`config.mk`:
```
export PLATFORM = sky130hd
export DESIGN_NAME = dsp_adder_arbiter_flat
export DESIGN_NICKNAME = d
export VERILOG_FILES = /design/src/rtl/dsp_adder_arbiter_pkg.sv /design/src/rtl/dsp_adder_arbiter_if.sv /design/src/rtl/dsp_adder_arbiter_rr_pick.sv /design/src/rtl/dsp_adder_arbiter.sv /design/src/flat_wrapper.sv
export SDC_FILE = /design/constraint.sdc
export NUM_CORES = 1
export LEC_CHECK = 0
export CAP_MARGIN = 5
export CORE_AREA = 8 8 243 245
export DETAILED_ROUTE_END_ITERATION = 10
export DIE_AREA = 0 0 251 253
export PLACE_DENSITY_LB_ADDON = 0.15
export SYNTH_ARGS = -nofsm -noshare
export SYNTH_HDL_FRONTEND = slang
export SYNTH_SLANG_ARGS = --single-unit
```
`constraint.sdc`:
```
create_clock -name clk -period 3.1 [get_ports clk]
set_clock_uncertainty 0.05 [all_clocks]
set_input_delay 0.62 -clock clk [delete_from_list [all_inputs] [get_ports clk]]
set_output_delay 0.62 -clock clk [all_outputs]
set_load 0.05 [all_outputs]
```
`src/rtl/dsp_adder_arbiter_pkg.sv`:
```
// Shared constants and types for the DSP post-adder arbiter.
// Opmodes follow the DSP48A1 X/Z mux encoding (X = opmode[1:0], Z = opmode[3:2]).
package dsp_adder_arbiter_pkg;

  localparam int ARB_MAX_NREQ = 8;

  localparam logic [7:0] DSP_NOP      = 8'h00;
  localparam logic [7:0] DSP_ADD_C    = 8'h0F;
  localparam logic [7:0] DSP_ADD_POUT = 8'h0B;

  typedef enum logic {
    ARB_IDLE,
    ARB_OWNED
  } arb_state_e;

  function automatic int wrap_inc(input int idx, input int n);
    return (idx + 1 >= n) ? 0 : idx + 1;
  endfunction

endpackage

```
`src/rtl/dsp_adder_arbiter_if.sv`:
```
// Requester-side bundle and adder-side bus of the shared DSP post-adder.
interface dsp_adder_arbiter_if #(parameter int NREQ = 4);

  logic [NREQ-1:0]      req;
  logic [NREQ-1:0]      lock;
  logic [8*NREQ-1:0]    opmode_in;
  logic [48*NREQ-1:0]   dab_in;
  logic [48*NREQ-1:0]   c_in;
  logic [NREQ-1:0]      gnt;
  logic [NREQ-1:0]      p_vld;
  logic [47:0]          p_out;

  modport master (
    output req, lock, opmode_in, dab_in, c_in,
    input  gnt, p_vld, p_out
  );

  modport slave (
    input  req, lock, opmode_in, dab_in, c_in,
    output gnt, p_vld, p_out
  );

endinterface

interface dsp_adder_bus_if;

  logic [7:0]  opmode;
  logic [47:0] dab;
  logic [47:0] c;
  logic [47:0] p_in;

  modport master (
    output opmode, dab, c,
    input  p_in
  );

  modport slave (
    input  opmode, dab, c,
    output p_in
  );

endinterface

```
`src/rtl/dsp_adder_arbiter_rr_pick.sv`:
```
// Round-robin pick: lowest set req bit at or above ptr, otherwise wraps to the
// lowest set bit overall. Output is one-hot, or zero when no request is set.
module rr_pick #(
  parameter int N = 4
) (
  input  logic [N-1:0]         req,
  input  logic [$clog2(N)-1:0] ptr,
  output logic [N-1:0]         pick
);

  logic [N-1:0] upper;
  logic [N-1:0] pool;

  // x & -x isolates the lowest set bit of the chosen pool
  always_comb begin
    upper = req & ~((N'(1) << ptr) - N'(1));
    pool  = (|upper) ? upper : req;
    pick  = pool & (~pool + N'(1));
  end

endmodule

```
`src/rtl/dsp_adder_arbiter.sv`:
```
// Shares one registered DSP post-adder between NREQ requesters with per-cycle
// round-robin arbitration and lockable bursts bounded by MAX_BURST cycles.
module dsp_adder_arbiter
  import dsp_adder_arbiter_pkg::*;
#(
  parameter int NREQ      = 4,
  parameter int MAX_BURST = 16
) (
  input  logic                clk,
  input  logic                reset,
  dsp_adder_arbiter_if.slave  req_bus,
  dsp_adder_bus_if.master     adder_bus,
  output logic                lock_err
);

  localparam int PW = $clog2(NREQ);
  localparam int BW = $clog2(MAX_BURST);

  if (NREQ < 2 || NREQ > ARB_MAX_NREQ || MAX_BURST < 2) begin : g_bad_param
    $error("dsp_adder_arbiter: NREQ must be 2..8 and MAX_BURST >= 2");
  end

  arb_state_e      state_q;
  arb_state_e      state_d;
  logic [PW-1:0]   owner_q;
  logic [PW-1:0]   owner_d;
  logic [PW-1:0]   rr_ptr_q;
  logic [PW-1:0]   rr_ptr_d;
  logic [BW-1:0]   burst_q;
  logic [BW-1:0]   burst_d;
  logic            lock_err_d;
  logic [NREQ-1:0] pick;
  logic [NREQ-1:0] gnt;
  logic [PW-1:0]   gnt_idx;
  logic            gnt_lock;
  logic            forced;

  rr_pick #(.N(NREQ)) u_rr_pick (
    .req  (req_bus.req),
    .ptr  (rr_ptr_q),
    .pick (pick)
  );

  always_ff @(posedge clk or posedge reset) begin
    if (reset) begin
      state_q       <= ARB_IDLE;
      owner_q       <= '0;
      rr_ptr_q      <= '0;
      burst_q       <= '0;
      lock_err      <= 1'b0;
      req_bus.p_vld <= '0;
    end else begin
      state_q       <= state_d;
      owner_q       <= owner_d;
      rr_ptr_q      <= rr_ptr_d;
      burst_q       <= burst_d;
      lock_err      <= lock_err_d;
      req_bus.p_vld <= gnt;
    end
  end

  // The last cycle a lock may own the adder; its grant is still issued.
  assign forced   = (state_q == ARB_OWNED) && (burst_q == BW'(MAX_BURST - 1));
  assign gnt_lock = |(gnt & req_bus.lock);

  always_comb begin
    state_d    = state_q;
    owner_d    = owner_q;
    rr_ptr_d   = rr_ptr_q;
    burst_d    = burst_q;
    lock_err_d = lock_err;
    gnt_idx    = '0;
    for (int i = 0; i < NREQ; i++) begin
      if (gnt[i]) gnt_idx = PW'(i);
    end
    case (state_q)
      ARB_IDLE: begin
        if (|gnt) begin
          if (gnt_lock) begin
            state_d = ARB_OWNED;
            owner_d = gnt_idx;
            burst_d = BW'(1);
          end else begin
            rr_ptr_d = PW'(wrap_inc(int'(gnt_idx), NREQ));
          end
        end
      end
      ARB_OWNED: begin
        burst_d = burst_q + BW'(1);
        if (forced || ((|gnt) && !gnt_lock)) begin
          state_d  = ARB_IDLE;
          rr_ptr_d = PW'(wrap_inc(int'(owner_q), NREQ));
          burst_d  = '0;
        end
        if (forced) lock_err_d = 1'b1;
      end
      default: state_d = ARB_IDLE;
    endcase
  end

  // Grant is held off during reset so the adder sees a NOP immediately.
  always_comb begin
    gnt = '0;
    if (!reset) begin
      case (state_q)
        ARB_IDLE:  gnt = pick;
        ARB_OWNED: gnt = req_bus.req & (NREQ'(1) << owner_q);
        default:   gnt = '0;
      endcase
    end
  end

  always_comb begin
    adder_bus.opmode = DSP_NOP;
    adder_bus.dab    = '0;
    adder_bus.c      = '0;
    for (int i = 0; i < NREQ; i++) begin
      if (gnt[i]) begin
        adder_bus.opmode = req_bus.opmode_in[8*i +: 8];
        adder_bus.dab    = req_bus.dab_in[48*i +: 48];
        adder_bus.c      = req_bus.c_in[48*i +: 48];
      end
    end
  end

  assign req_bus.gnt   = gnt;
  assign req_bus.p_out = adder_bus.p_in;

endmodule

```
`src/flat_wrapper.sv`:
```
// flat-port wrapper written by rule: the top's interface ports become plain ports
module dsp_adder_arbiter_flat import dsp_adder_arbiter_pkg::*;
#(
  parameter int NREQ      = 4,
  parameter int MAX_BURST = 16
)
  (clk, reset, lock_err, req_bus_req, req_bus_lock, req_bus_opmode_in, req_bus_dab_in, req_bus_c_in, req_bus_gnt, req_bus_p_vld, req_bus_p_out, adder_bus_opmode, adder_bus_dab, adder_bus_c, adder_bus_p_in);
  dsp_adder_arbiter_if #(.NREQ(NREQ)) req_bus_i ();
  dsp_adder_bus_if adder_bus_i ();
  input  logic clk;
  input  logic reset;
  output logic lock_err;
  input wire logic [$bits(req_bus_i.req)-1:0] req_bus_req;
  input wire logic [$bits(req_bus_i.lock)-1:0] req_bus_lock;
  input wire logic [$bits(req_bus_i.opmode_in)-1:0] req_bus_opmode_in;
  input wire logic [$bits(req_bus_i.dab_in)-1:0] req_bus_dab_in;
  input wire logic [$bits(req_bus_i.c_in)-1:0] req_bus_c_in;
  output wire logic [$bits(req_bus_i.gnt)-1:0] req_bus_gnt;
  output wire logic [$bits(req_bus_i.p_vld)-1:0] req_bus_p_vld;
  output wire logic [$bits(req_bus_i.p_out)-1:0] req_bus_p_out;
  output wire logic [$bits(adder_bus_i.opmode)-1:0] adder_bus_opmode;
  output wire logic [$bits(adder_bus_i.dab)-1:0] adder_bus_dab;
  output wire logic [$bits(adder_bus_i.c)-1:0] adder_bus_c;
  input wire logic [$bits(adder_bus_i.p_in)-1:0] adder_bus_p_in;
  assign req_bus_i.req = req_bus_req;
  assign req_bus_i.lock = req_bus_lock;
  assign req_bus_i.opmode_in = req_bus_opmode_in;
  assign req_bus_i.dab_in = req_bus_dab_in;
  assign req_bus_i.c_in = req_bus_c_in;
  assign req_bus_gnt = req_bus_i.gnt;
  assign req_bus_p_vld = req_bus_i.p_vld;
  assign req_bus_p_out = req_bus_i.p_out;
  assign adder_bus_opmode = adder_bus_i.opmode;
  assign adder_bus_dab = adder_bus_i.dab;
  assign adder_bus_c = adder_bus_i.c;
  assign adder_bus_i.p_in = adder_bus_p_in;
  dsp_adder_arbiter #(.NREQ(NREQ), .MAX_BURST(MAX_BURST)) u_core (.clk(clk), .reset(reset), .req_bus(req_bus_i), .adder_bus(adder_bus_i), .lock_err(lock_err));
endmodule
```
; Yosys cells after proc, flatten, opt, wreduce, memory -nomap -nowiden
; Cells that the tools add are included.
; Widths: inputs -> output; s select.
[op_classes]
addsub = 5
n_lt_le_gt_ge = 2
mux = 32
n_reduce_logical = 11
shifts = 2
n_eq_ne = 5
bitwise_logic = 7
[ops]
columns = cell, count
row1 = $mux 48, 8
row2 = $mux 8, 4
row3 = $mux 4, 5
row4 = $and 4x4->4, 4
row5 = $pmux 4 s2, 2
row6 = $mux 2, 7
row7 = $reduce_or 4->1, 3
row8 = $add 4x1->4 const B, 2
row9 = $not 4->4, 2
row10 = $shl 1x2->4 const A, 2
row11 = $add 2x1->3 const B, 2
row12 = $ge 3x3->1 const B, 2
row13 = $reduce_and 3->1, 2
row14 = $eq 4x4->1 const B, 1
row15 = $mux 1, 4
row16 = $ne 2x1->1 const B, 2
row17 = $ne 2x2->1 const B, 2
row18 = $pmux 2 s2, 1
row19 = $reduce_and 2->1, 2
row20 = $sub 4x1->4 const B, 1
row21 = $logic_and 1x1->1, 2
row22 = $pmux 1 s2, 1
row23 = $logic_not 1->1, 1
row24 = $logic_or 1x1->1, 1
row25 = $not 1->1, 1
[word_totals]
ff_bits = 14
wordCells = 70
output_inout_bits = 161

; Depth between registers and ports, before layout
; Gate-level depths: netlist (run 1).
[depth]
ltp_word = 20
ltp_mapped = 11
ltp_nobuf = 8

; Hierarchy
; From an unflattened synthesis (run 1), not the netlist that was laid out.
[hier_totals]
cells_unflattened = 631
area_unflattened_um2 = 4371.7
[modules_own_cells]
columns = mod, cells_each, area_each_um2, n_inst, seq_area_each_um2
row1 = dsp_adder_arbiter, 615, 4274.1, 1, 350.3
row2 = rr_pick, 16, 97.6, 1, 0.0

; Worst setup path before layout (run 1)
; Ideal clock, no wire load.
[synth_path]
path_type = in2out
start = in req_bus_req[2]
end = out adder_bus_dab[46]
path_slack_ns = -0.567
arrival_ns = 2.997
n_path_buf = 2
path_stages = 8
path_cell_list = nor2b_1 > o211ai_1 > and2_1 > buf_4 > clkbuf_1 > a221o_1 > o21ai_1 > a21oi_1
[synth_between]
elab_cells_between_ends = 13
cone_classes = 1 x add/sub / 7 x mux / 4 x bitwise / 1 x reduce/logical
[synth_lines]
columns = element, line
row1 = "start, declared", flat_wrapper.sv:13  ; input wire logic [$bits(req_bus_i.req)-1:0] req_bus_req;
row2 = $and 4x4->4 *, dsp_adder_arbiter_rr_pick.sv:16  ; upper = req & ~((N'(1) << ptr) - N'(1));
row3 = $reduce_or 4->1 *, dsp_adder_arbiter_rr_pick.sv:17  ; pool = (|upper) ? upper : req;
row4 = $mux 4 *, dsp_adder_arbiter_rr_pick.sv:17
row5 = $not 4->4, dsp_adder_arbiter_rr_pick.sv:18  ; pick = pool & (~pool + N'(1));
row6 = $add 4x1->4, dsp_adder_arbiter_rr_pick.sv:18
row7 = $and 4x4->4 *, dsp_adder_arbiter_rr_pick.sv:18
row8 = $pmux 4 s2 *, dsp_adder_arbiter.sv:105  ; case (state_q)
row9 = $mux 4 *, dsp_adder_arbiter.sv:104  ; if (!reset) begin
row10 = named net req_bus_gnt[1], flat_wrapper.sv:18  ; output wire logic [$bits(req_bus_i.gnt)-1:0] req_bus_gnt;
row11 = $mux 48 * (3 in series), dsp_adder_arbiter.sv:118  ; if (gnt[i]) begin
row12 = "end, declared", flat_wrapper.sv:22  ; output wire logic [$bits(adder_bus_i.dab)-1:0] adder_bus_dab;
; The timed path passes the listed nets; every way through them passes the cells marked *.

; Final worst setup path (run 1)
[layout_path]
start = in req_bus_req[3]
end = out adder_bus_dab[9]
[layout_between]
elab_chain_len = 12
elab_cells_between_ends = 13
cone_classes = 1 x add/sub / 7 x mux / 4 x bitwise / 1 x reduce/logical
[layout_rtl]
columns = element, line
row1 = $and 4x4->4, dsp_adder_arbiter_rr_pick.sv:16
row2 = $reduce_or 4->1, dsp_adder_arbiter_rr_pick.sv:17
row3 = $mux 4, dsp_adder_arbiter_rr_pick.sv:17
row4 = $not 4->4, dsp_adder_arbiter_rr_pick.sv:18
row5 = $add 4x1->4, dsp_adder_arbiter_rr_pick.sv:18
row6 = $and 4x4->4, dsp_adder_arbiter_rr_pick.sv:18
row7 = $pmux 4 s2 *, dsp_adder_arbiter.sv:105
row8 = $mux 4 *, dsp_adder_arbiter.sv:104
row9 = $mux 48 (3 in series), dsp_adder_arbiter.sv:118
row10 = $mux 48 *, dsp_adder_arbiter.sv:118
; Mark *: on every way between the ends. The rest lies on a longest branch, timed or not.

==> results of run 1 <==
final cells by class:
cell class | instances | area, sq um
Clock buffer | 3 | 75.1
Sequential cell | 14 | 354
Tap cell | 712 | 891
Inverter | 9 | 50.0
Fill cell | 5997 | 41700
Multi-Input combinational cell | 484 | 4400
Antenna cell | 5 | 12.5
Timing Repair Buffer | 650 | 8060
kinds of logic after synthesis:
group           after synthesis  share of synthesized area [%]
mux                           2                          0.551
simple gates                137                           14.6
xor+xnor                      1                          0.214
compound gates              339                           57.0
flops                        14                           8.58
buf+inv                     129                           17.5
fa+ha+maj                     5                           1.53
worst max-delay path by stage:
stage               cells past startpoint           endpoint          startpoint  slack, ns
floorplan                               9   adder_bus_dab[6]      req_bus_req[3]      -0.08
global placement                        9     adder_bus_c[2]      req_bus_req[3]      -1.22
detailed placement                      9     adder_bus_c[2]      req_bus_req[3]      -1.23
CTS                                    11  adder_bus_dab[28]  u_core.rr_ptr_q[1]      -0.30
global route                           12  adder_bus_dab[28]  u_core.rr_ptr_q[1]      -0.37
finish                                 12   adder_bus_dab[9]      req_bus_req[3]      -0.29
power by group:
part	internal [mW]	switching, mW
registers	0.258	0.0857
logic	5.58	5.92
clock network	0.169	0.0723
total	6.01	6.07
state kept, by name, summed over array words and instances (netlist names):
name	flops
u_core.req_bus.p_vld	4
u_core.lock_err	1
u_core.rr_ptr_q	2
u_core.burst_q	4
u_core.owner_q	2
u_core.state_q	1
what timing repair did:
item,4_1_cts,5_1_grt
pin swaps,60,21
buffers inserted,17,4
endpoints found under the setup margin,112,112
gates resized for setup,176,42
cloned,10,3
hold endpoints to repair,0,0
metal layers:
metal	vias up	part of all wire, %	global-route usage (%)
met2	422	52	25.2
met4	6	1.4	2.48
met5	-	0.089	0
met3	32	10	5.76
met1	3438	36	13.7
li1	3440	-	-
through the flow:
stage	TNS [ns]	cells
after detailed placement	-71.90	1838
final	-18.43	1877
after global placement	-71.09	1838
after global routing	-26.70	1875
after CTS	-24.82	1867
after floorplan	-3.31	627
cells in the final DEF (no fill, tap or decap), types with 6 or more instances in the layout:
cell type	netlist	layout
o21ai_2	0	70
o21ai_1	16	25
buf_12	0	142
buf_6	1	13
buf_4	55	49
a21oi_2	0	22
nor2_1	110	110
clkdlybuf4s50_1	0	425
a21oi_4	1	84
o21ai_0	90	10
nand2b_1	7	6
a221o_1	104	104
buf_16	0	9
clkbuf_16	0	6
dfrtp_1	14	11
worst max-delay path: stages:
cell and delay [ns]:
buf_8 0.10, a211oi_4 0.26, a2111oi_4 0.06, or4b_4 0.60, inv_12 0.12, buf_12 0.13, buf_12 0.13, buf_12 0.12
a221o_1 0.12, o21ai_2 0.06, a21oi_2 0.22, buf_12 0.17
==> summary.txt, run 1 <==
Setup path
  – Critical path class: input port to primary output
  – RR Startpoint: u_core.rr_ptr_q[1]
  – Worst-path fanout max: 6
  – Worst Reg-to-Reg Cells: 12
  – CP Data Arrival Time: between 2 and 3 ns
  – CP Launch Type: input port
  – Critical Path End Type: primary output
  – R2R Path End: u_core.rr_ptr_q[1]
  – WP data required: 2.43 ns
  – Reg2reg setup slack: -0.04 ns

Synth
  – Post-synth EDFFs: 0
  – Syn avg cell area: roughly 6.5 sq um
  – Async set-reset flop share out of synthesis: 100%
  – Synth area leader: a221o_1
  – Mapped Nets: about 1100
  – Mapped Cells: around 630
  – Top cells by count, synth: nor2_1 (110), a21oi_1 (109), a221o_1 (104)
  – Most common cell in the synthesized netlist: nor2_1
  – Sequential-to-total area share from yosys stat: between 8 and 9%
  – Netlist cell types: 45
  – YS warnings: 0
  – Cell Area, Synth: 0.00409 sq mm
  – Ys flop type: dfrtp_1
  – Top post-synthesis cells by area: a221o_1 (25%), a21oi_1 (13%), o21ai_0 (11%)
  – Area share of the largest cell type after synthesis: around a quarter
  – Seq cells post-synth: 14

Detailed routing
  – DR WL/cell: between 20 and 25 um
  – Vias/cell: between 3 and 4
  – Final Routed Wirelength: about 46 mm
  – Drt pass-1 iters: 4
  – DRT antenna net count: 0
  – Number of DRC markers in iteration 0: between 200 and 250
  – Via count: approximately 7300
  – # DRC: 0

Status
  – Status: complete, but fails checks
  – Failing checks: negative setup slack

Clock network
  – Inserted Clock Buffers: 3
  – TritonCTS clock tree: built
  – Clk root buf: clkbuf_16
  – H-tree levels: 1
  – Worst-Skew Late Latency: approximately 0.24 ns
  – Clock Path Buffers: 2
  – Reg clk slew, reported paths: ~0.040 ns
  – Clock sink count: 14
  – CTS Hold Buffers Added: 0

Pwr
  – Max VDD drop: 423 uV
  – Leak: 4.97 nW
  – Pwr Density: ~870 mW/mm^2
  – Final Power: ~12 mW

Placed design
  – Dpl cell area: approximately 0.013 sq mm
  – GPL Wtd Cong: between 0.8 and 0.9
  – I/O Buffers: between 500 and 600
  – Dpl hpwl: between 30 and 40 mm
  – Placement Setup Slack: -1.23 ns

Floorplan
  – I/O pin count: about 640
  – Overall die height: 253 um
  – Die area: between 0.06 and 0.07 sq mm
  – Placeable Area: 0.0555 sq mm
  – Row count: 87
  – Die width: 251 um
  – Initial Util: 7.36%

Global route
  – Grt ovf: 0
  – Initial antenna violation count: 11
  – Global-route wire length before repair: 62.3 mm
  – Vias in the first global route: 8130
  – Largest net degree at the start of global routing: 41
  – Tot GR Track Use: between 10% and 20%

Timing
  – Min Hold Slack: ~0.42 ns
  – Worst Tran Pin Value: approximately 0.50 ns
  – Fin. Hold Viols: 0
  – Final setup vio count: 106
  – Min Tclk post-route: around 3.4 ns
  – RSZ-0062 raised after global routing: yes
  – Tcrit/Tclk final: 109%
  – Max Freq: 295 MHz
  – Max-slew headroom: around two thirds
  – Setup ws final: -0.288 ns
  – Final Max Tran Viols: 0

Hold path
  – Hold Path End: u_core.lock_err
  – Hold Path Origin: u_core.lock_err
  – Min-Delay Path Class: flip-flop to flip-flop
  – Hold depth: 1

Flow run
  – Max-cap viol count: 0

Cells and area
  – Post-route cell area: roughly 0.014 sq mm
  – Layout cells sized above 1: 37.1%
  – Area growth syn-to-layout: 239%
  – Fin nets: approximately 1600
  – Fin util: between 20 and 25%
Power figures use the tool's default switching activity.
==> run 2, diff against run 1 <==
--- a/config.mk
+++ b/config.mk
@@ -9,7 +9,7 @@
 export CORE_AREA = 8 8 243 245
 export DETAILED_ROUTE_END_ITERATION = 10
 export DIE_AREA = 0 0 251 253
-export PLACE_DENSITY_LB_ADDON = 0.15
+export REMOVE_ABC_BUFFERS = 1
 export SYNTH_ARGS = -nofsm -noshare
 export SYNTH_HDL_FRONTEND = slang
 export SYNTH_SLANG_ARGS = --single-unit
==> summary.txt, run 2 (synthesized netlist as in run 1, its figures left out) <==
Status
  – Status: complete, but fails checks
  – Failing checks: negative setup slack

Setup path
  – Critical path class: flip-flop to primary output
  – Critical Path End Type: primary output
  – WP data required: 2.43 ns (about the same)
  – CP Launch Type: flip-flop
  – CP Data Arrival Time: 2.77 ns (+0.05 ns)
  – Worst-path fanout max: 5 (-1)

Pwr
  – Max VDD drop: 456 uV (+7.7%)
  – Leak: 4.74 nW (-4.6%)
  – Pwr Density: 875 mW/mm^2 (+0.21%)
  – Final Power: 11.0 mW (-9.2%)

Global route
  – Initial antenna violation count: 5 (-6)
  – Global-route wire length before repair: 54.6 mm (-12%)
  – Vias in the first global route: 8212 (+1.0%)
  – Largest net degree at the start of global routing: 55 (+34%)
  – Tot GR Track Use: 11.3% (-2.0 points)
  – Grt ovf: 0 (unchanged)

Floorplan
  – Overall die height: 253 um (unchanged)
  – Initial Util: 7.36% (unchanged)
  – Die width: 251 um (unchanged)
  – Placeable Area: 0.0555 sq mm (unchanged)
  – Row count: 87 (unchanged)
  – I/O pin count: 635 (unchanged)
  – Die area: 0.0635 sq mm (unchanged)

Timing
  – Max Freq: 291 MHz (-1.4%)
  – Final Max Tran Viols: 0 (unchanged)
  – Min Tclk post-route: 3.44 ns (+0.0487 ns)
  – RSZ-0062 raised after global routing: yes
  – Setup ws final: -0.337 ns (-0.0487 ns)
  – Max-slew headroom: 64.5% (-1.9 points)
  – Fin. Hold Viols: 0 (unchanged)
  – Tcrit/Tclk final: 111% (+1.6 points)
  – Final setup vio count: 104 (-1.9%)
  – Setup TNS: -20.94 ns (-2.52 ns)
  – Worst Tran Pin Value: 0.531 ns (+0.0290 ns)

Cells and area
  – Register area: 353 sq um (-0.35%)
  – Biggest regs: u_core.burst_q: 4 flops, u_core.req_bus.p_vld: 4 flops
  – Most frequent cells in the layout: clkdlybuf4s50_1 (425), buf_12 (123), nor2_1 (109)
  – Filler Cell Count: 6058 (+1.0%)
  – Commonest non-fill, non-tap cell in the layout: clkdlybuf4s50_1
  – Layout cells sized above 1: 29.4% (-7.6 points)
  – Final Non-Filler Cells: 1878 (+0.053%)
  – Fin util: 22.6% (-2.3 points)
  – Fin nets: 1646 (+0.30%)
  – Area growth syn-to-layout: 207%
  – Area of the multi-input gates: 0.00339 sq mm (-23%)

Placed design
  – I/O Buffers: 538 (unchanged)
  – Dpl hpwl: 32.3 mm (-14%)
  – Inst Count DP: 1848 (+0.54%)
  – GPL Wtd Cong: 0.916 (+12%)
  – Placement Setup Slack: -0.761 ns (+0.472 ns)

Detailed routing
  – # DRC: 0 (unchanged)
  – Final Routed Wirelength: 39.4 mm (-14%)
  – Vias/cell: 3.98 (+1.8%)
  – Drt pass-1 iters: 4 (unchanged)
  – DRT antenna net count: 0 (unchanged)
  – Via count: 7476 (+1.9%)
  – Number of DRC markers in iteration 0: 344 (+65%)
  – DR WL/cell: 21.0 um (-14%)

Clock network
  – H-tree levels: 1 (unchanged)
  – TritonCTS clock tree: built
  – CTS Hold Buffers Added: 0 (unchanged)
  – Clk root buf: clkbuf_16
  – Inserted Clock Buffers: 3 (unchanged)
  – Reg clk slew, reported paths: 0.04 ns (about the same)
  – Clock sink count: 14 (unchanged)
  – Worst-Skew Late Latency: 0.24 ns (about the same)
  – Clock Path Buffers: 2 (unchanged)

Flow run
  – Max-cap viol count: 0 (unchanged)

Hold path
  – Min-Delay Path Class: flip-flop to flip-flop
[run 2: layout make-up]
type / instances / share of cell area (%)
Clock buffer: 3 / 0.598
Sequential cell: 14 / 2.81
Inverter: 9 / 0.369
Antenna cell: 1 / 0.0199
Tap cell: 712 / 7.10
Timing Repair Buffer: 654 / 62.0
Multi-Input combinational cell: 484 / 27.0
Timing Repair inverter: 1 / 0.130
[run 2: worst max-delay path: stages (launching register included)]
cell       delay [ns]
dfrtp_1          0.41
buf_6            0.13
and2_4           0.15
a221oi_2         0.27
buf_4            0.17
a211oi_4         0.05
buf_12           0.15
bufbuf_16        0.27
buf_4            0.14
a221o_1          0.28
o21ai_0          0.10
a21oi_1          0.10
buf_4            0.16
buf_12           0.14
[run 2: final timing paths]
path                                       to  slack [ns]  cells past startpoint               start
min in group asynchronous  u_core.rr_ptr_q[0]        0.70                      4               reset
setup reg to reg           u_core.rr_ptr_q[1]        0.13                     11  u_core.rr_ptr_q[0]
setup / recovery            adder_bus_dab[13]       -0.34                     13  u_core.rr_ptr_q[0]
max in group asynchronous      u_core.state_q        2.08                      4               reset
hold reg to reg               u_core.lock_err        0.43                      1     u_core.lock_err
hold / removal                u_core.lock_err        0.43                      1     u_core.lock_err
[run 2: per-stage QoR]
stage	hold slack (ns)	area, sq um
after global routing	0.453	12500
after CTS	0.439	12400
after detailed placement	0.427	11600
final	0.433	12500
after floorplan	0.482	3400
after global placement	0.405	11600
[run 2: repair_timing]
action,4_1_cts,5_1_grt
gates cloned,7,0
hold endpoints to repair,0,0
setup endpoints to repair,108,104
pin swaps,82,15
resized for setup,149,30
setup buffers,20,1
[run 2: metal layers]
metal / up-vias / global-route usage (%) / part of all wire [%]
met4: 2 / 2.61 / 2.4
met1: 3527 / 12.9 / 39
li1: 3434 / - / -
met3: 45 / 5.37 / 11
met5: - / 1.54 / 0.33
met2: 468 / 18.9 / 47
[run 2: power by group]
part	leakage [nW]	switching [mW]	internal [mW]	total (mW)
clock network	0.0370	0.0680	0.168	0.236
registers	0.176	0.0614	0.257	0.318
logic	4.53	5.35	5.07	10.4
total	4.74	5.48	5.49	11.0
==> run 3, diff against run 2 <==
--- a/config.mk
+++ b/config.mk
@@ -6,9 +6,12 @@
 export NUM_CORES = 1
 export LEC_CHECK = 0
 export CAP_MARGIN = 5
-export CORE_AREA = 8 8 243 245
+export CELL_PAD_IN_SITES_DETAIL_PLACEMENT = 1
+export CELL_PAD_IN_SITES_GLOBAL_PLACEMENT = 2
+export CORE_AREA = 8 8 244 246
 export DETAILED_ROUTE_END_ITERATION = 10
-export DIE_AREA = 0 0 251 253
+export DIE_AREA = 0 0 252 254
+export PLACE_DENSITY_LB_ADDON = 0.1
 export REMOVE_ABC_BUFFERS = 1
 export SYNTH_ARGS = -nofsm -noshare
 export SYNTH_HDL_FRONTEND = slang
==> summary.txt, run 3 (synthesized netlist as in run 1, its figures left out) <==
Global route
  – Initial antenna violation count: 8 (+3)
  – Vias in the first global route: 8234 (+0.27%)
  – Tot GR Track Use: 14.3% (+3.0 points)
  – Largest net degree at the start of global routing: 52 (-5.5%)
  – Grt ovf: 0 (unchanged)
  – Global-route wire length before repair: 66.5 mm (+22%)

Clock network
  – Inserted Clock Buffers: 3 (unchanged)
  – TritonCTS clock tree: built
  – Clock sink count: 14 (unchanged)
  – Worst-Skew Late Latency: 0.25 ns (about the same)
  – Clock Path Buffers: 2 (unchanged)
  – Reg clk slew, reported paths: 0.06 ns (+0.02 ns)
  – H-tree levels: 1 (unchanged)
  – Clk root buf: clkbuf_16
  – CTS Hold Buffers Added: 0 (unchanged)

Setup path
  – Slowest-stage cell, CP: or4b_4
  – Worst-path fanout max: 6 (+1)
  – Crit path cell chain: buf_4 -> nor2b_1 -> a2111oi_4 -> or4b_4 -> inv_8 -> buf_12 -> buf_4 -> buf_6 -> a221o_1 -> o21ai_0 -> a21oi_1 -> buf_12
  – CP Data Arrival Time: 2.74 ns (-0.03 ns)
  – Critical path class: flip-flop to primary output
  – WP data required: 2.43 ns (about the same)
  – Critical Path End Type: primary output
  – Max stage delay on crit path: 0.58 ns (+0.17 ns)
  – CP Launch Type: flip-flop

Cells and area
  – Post-route cell area: 0.0137 sq mm (+9.1%)
  – Biggest regs: u_core.burst_q: 4 flops, u_core.req_bus.p_vld: 4 flops
  – Final Non-Filler Cells: 1972 (+5.0%)
  – Layout cells sized above 1: 36.3% (+6.8 points)
  – Fin util: 24.5% (+2.0 points)
  – Most frequent cells in the layout: clkdlybuf4s50_1 (425), buf_12 (129), nor2_1 (109)
  – Commonest non-fill, non-tap cell in the layout: clkdlybuf4s50_1
  – Area growth syn-to-layout: 235%
  – Fin nets: 1690 (+2.7%)

Pwr
  – Pwr Density: 873 mW/mm^2 (-0.22%)
  – Leak: 5.21 nW (+9.9%)
  – Max VDD drop: 411 uV (-9.9%)

Placed design
  – Placement Setup Slack: -0.691 ns (+0.0702 ns)
  – I/O Buffers: 538 (unchanged)
  – GPL Wtd Cong: 0.729 (-20%)
  – Dpl cell area: 0.0121 sq mm (+4.4%)
  – Inst Count DP: 1924 (+4.1%)
  – Dpl hpwl: 41.9 mm (+30%)

Detailed routing
  – Met3 WL: 5.54 mm (+25%)
  – Number of DRC markers in iteration 0: 202 (-41%)
  – Drt pass-1 iters: 4 (unchanged)
  – WL met1: 18.8 mm (+21%)
  – # DRC: 0 (unchanged)
  – DRT antenna net count: 0 (unchanged)
  – Final Routed Wirelength: 50.1 mm (+27%)
  – Vias/cell: 3.81 (-4.2%)
  – DR WL/cell: 25.4 um (+21%)
  – Top routing layer in use: met5
  – Detailed route wirelength on metal2: 25.3 mm (+38%)
  – Via count: 7518 (+0.56%)

Timing
  – Fin. Hold Viols: 0 (unchanged)
  – Max Freq: 293 MHz (+0.76%)
  – RSZ-0062 raised after global routing: yes
  – Min Hold Slack: 0.414 ns (-0.0188 ns)
  – Worst Tran Pin Value: 0.630 ns (+0.0996 ns)
  – Min Tclk post-route: 3.41 ns (-0.0258 ns)
  – Setup ws final: -0.311 ns (+0.0258 ns)
  – Final setup vio count: 105 (+0.96%)
  – Tcrit/Tclk final: 110% (-0.83 points)
  – Max-slew headroom: 57.9% (-6.7 points)
  – Final Max Tran Viols: 0 (unchanged)

Floorplan
  – Die area: 0.0640 sq mm (+0.80%)
  – I/O pin count: 635 (unchanged)
  – Initial Util: 7.33% (-0.029 points)
  – Die width: 252 um (+0.40%)
  – Overall die height: 254 um (+0.40%)
  – Placeable Area: 0.0557 sq mm (+0.39%)
  – Row count: 87 (unchanged)

Status
  – Status: complete, but fails checks
  – Failing checks: negative setup slack

Flow run
  – Max-cap viol count: 0 (unchanged)

Hold path
  – Min-Delay Path Class: flip-flop to flip-flop
-- run 3: worst paths after layout --
path                                           end          startpoint  depth (start not counted)  slack [ns]
worst min-delay path               u_core.lock_err     u_core.lock_err                          1        0.41
min in group asynchronous       u_core.rr_ptr_q[0]               reset                          3        0.54
worst max register to register   u_core.burst_q[2]   u_core.owner_q[1]                         16        0.09
worst max-delay path               adder_bus_c[37]  u_core.rr_ptr_q[0]                         12       -0.31
max in group asynchronous        u_core.burst_q[2]               reset                          3        2.29
worst min register to register     u_core.lock_err     u_core.lock_err                          1        0.41
-- run 3: final cells by class --
cell class	count	area (sq um)
flip-flops and latches	14	353
multi-input cells	484	3630
well taps	756	946
fillers	6425	42100
diodes	6	15.0
repair buffers	699	8610
clock buffers	4	88.8
inverters	9	41.3
-- run 3: metal layers --
layer  vias up  global-route usage, %
li1       3534                      -
met2       334                   25.1
met5         -                   1.77
met1      3624                   15.8
met4         6                   1.17
met3        20                   7.48
-- run 3: critical path, delay by kind of cell (launching register included) --
| kind | cells | cell delay [ns] |
|---|---|---|
| AOI/OAI and AO/OA | 4 | 0.49 |
| buffers and inverters | 6 | 0.79 |
| DFF | 1 | 0.41 |
| and+or+nand+nor | 2 | 0.77 |
-- run 3: metrics by stage --
| stage | setup TNS, ns | total power [mW] |
|---|---|---|
| 3_3_place_gp | -67.26 | 10.6 |
| 4_1_cts | -22.29 | 11.7 |
| 2_1_floorplan | -354.53 | 4.80 |
| 5_1_grt | -32.42 | 12.5 |
| 6_report | -21.22 | 11.9 |
| 3_5_place_dp | -65.70 | 10.5 |
-- run 3: power by group --
group	switching [mW]	total [mW]	leakage, nW	internal (mW)
Combinational	5.65	11.3	4.99	5.68
Sequential	0.0666	0.323	0.176	0.257
Clock	0.0937	0.290	0.0442	0.197
Total	5.81	11.9	5.21	6.13
-- run 3: repair_timing --
action                     in CTS  in global routing
gates resized for setup       178                148
pin swaps                     106                 58
setup endpoints to repair     111                105
setup buffers                  15                 26
cloned                          5                  5
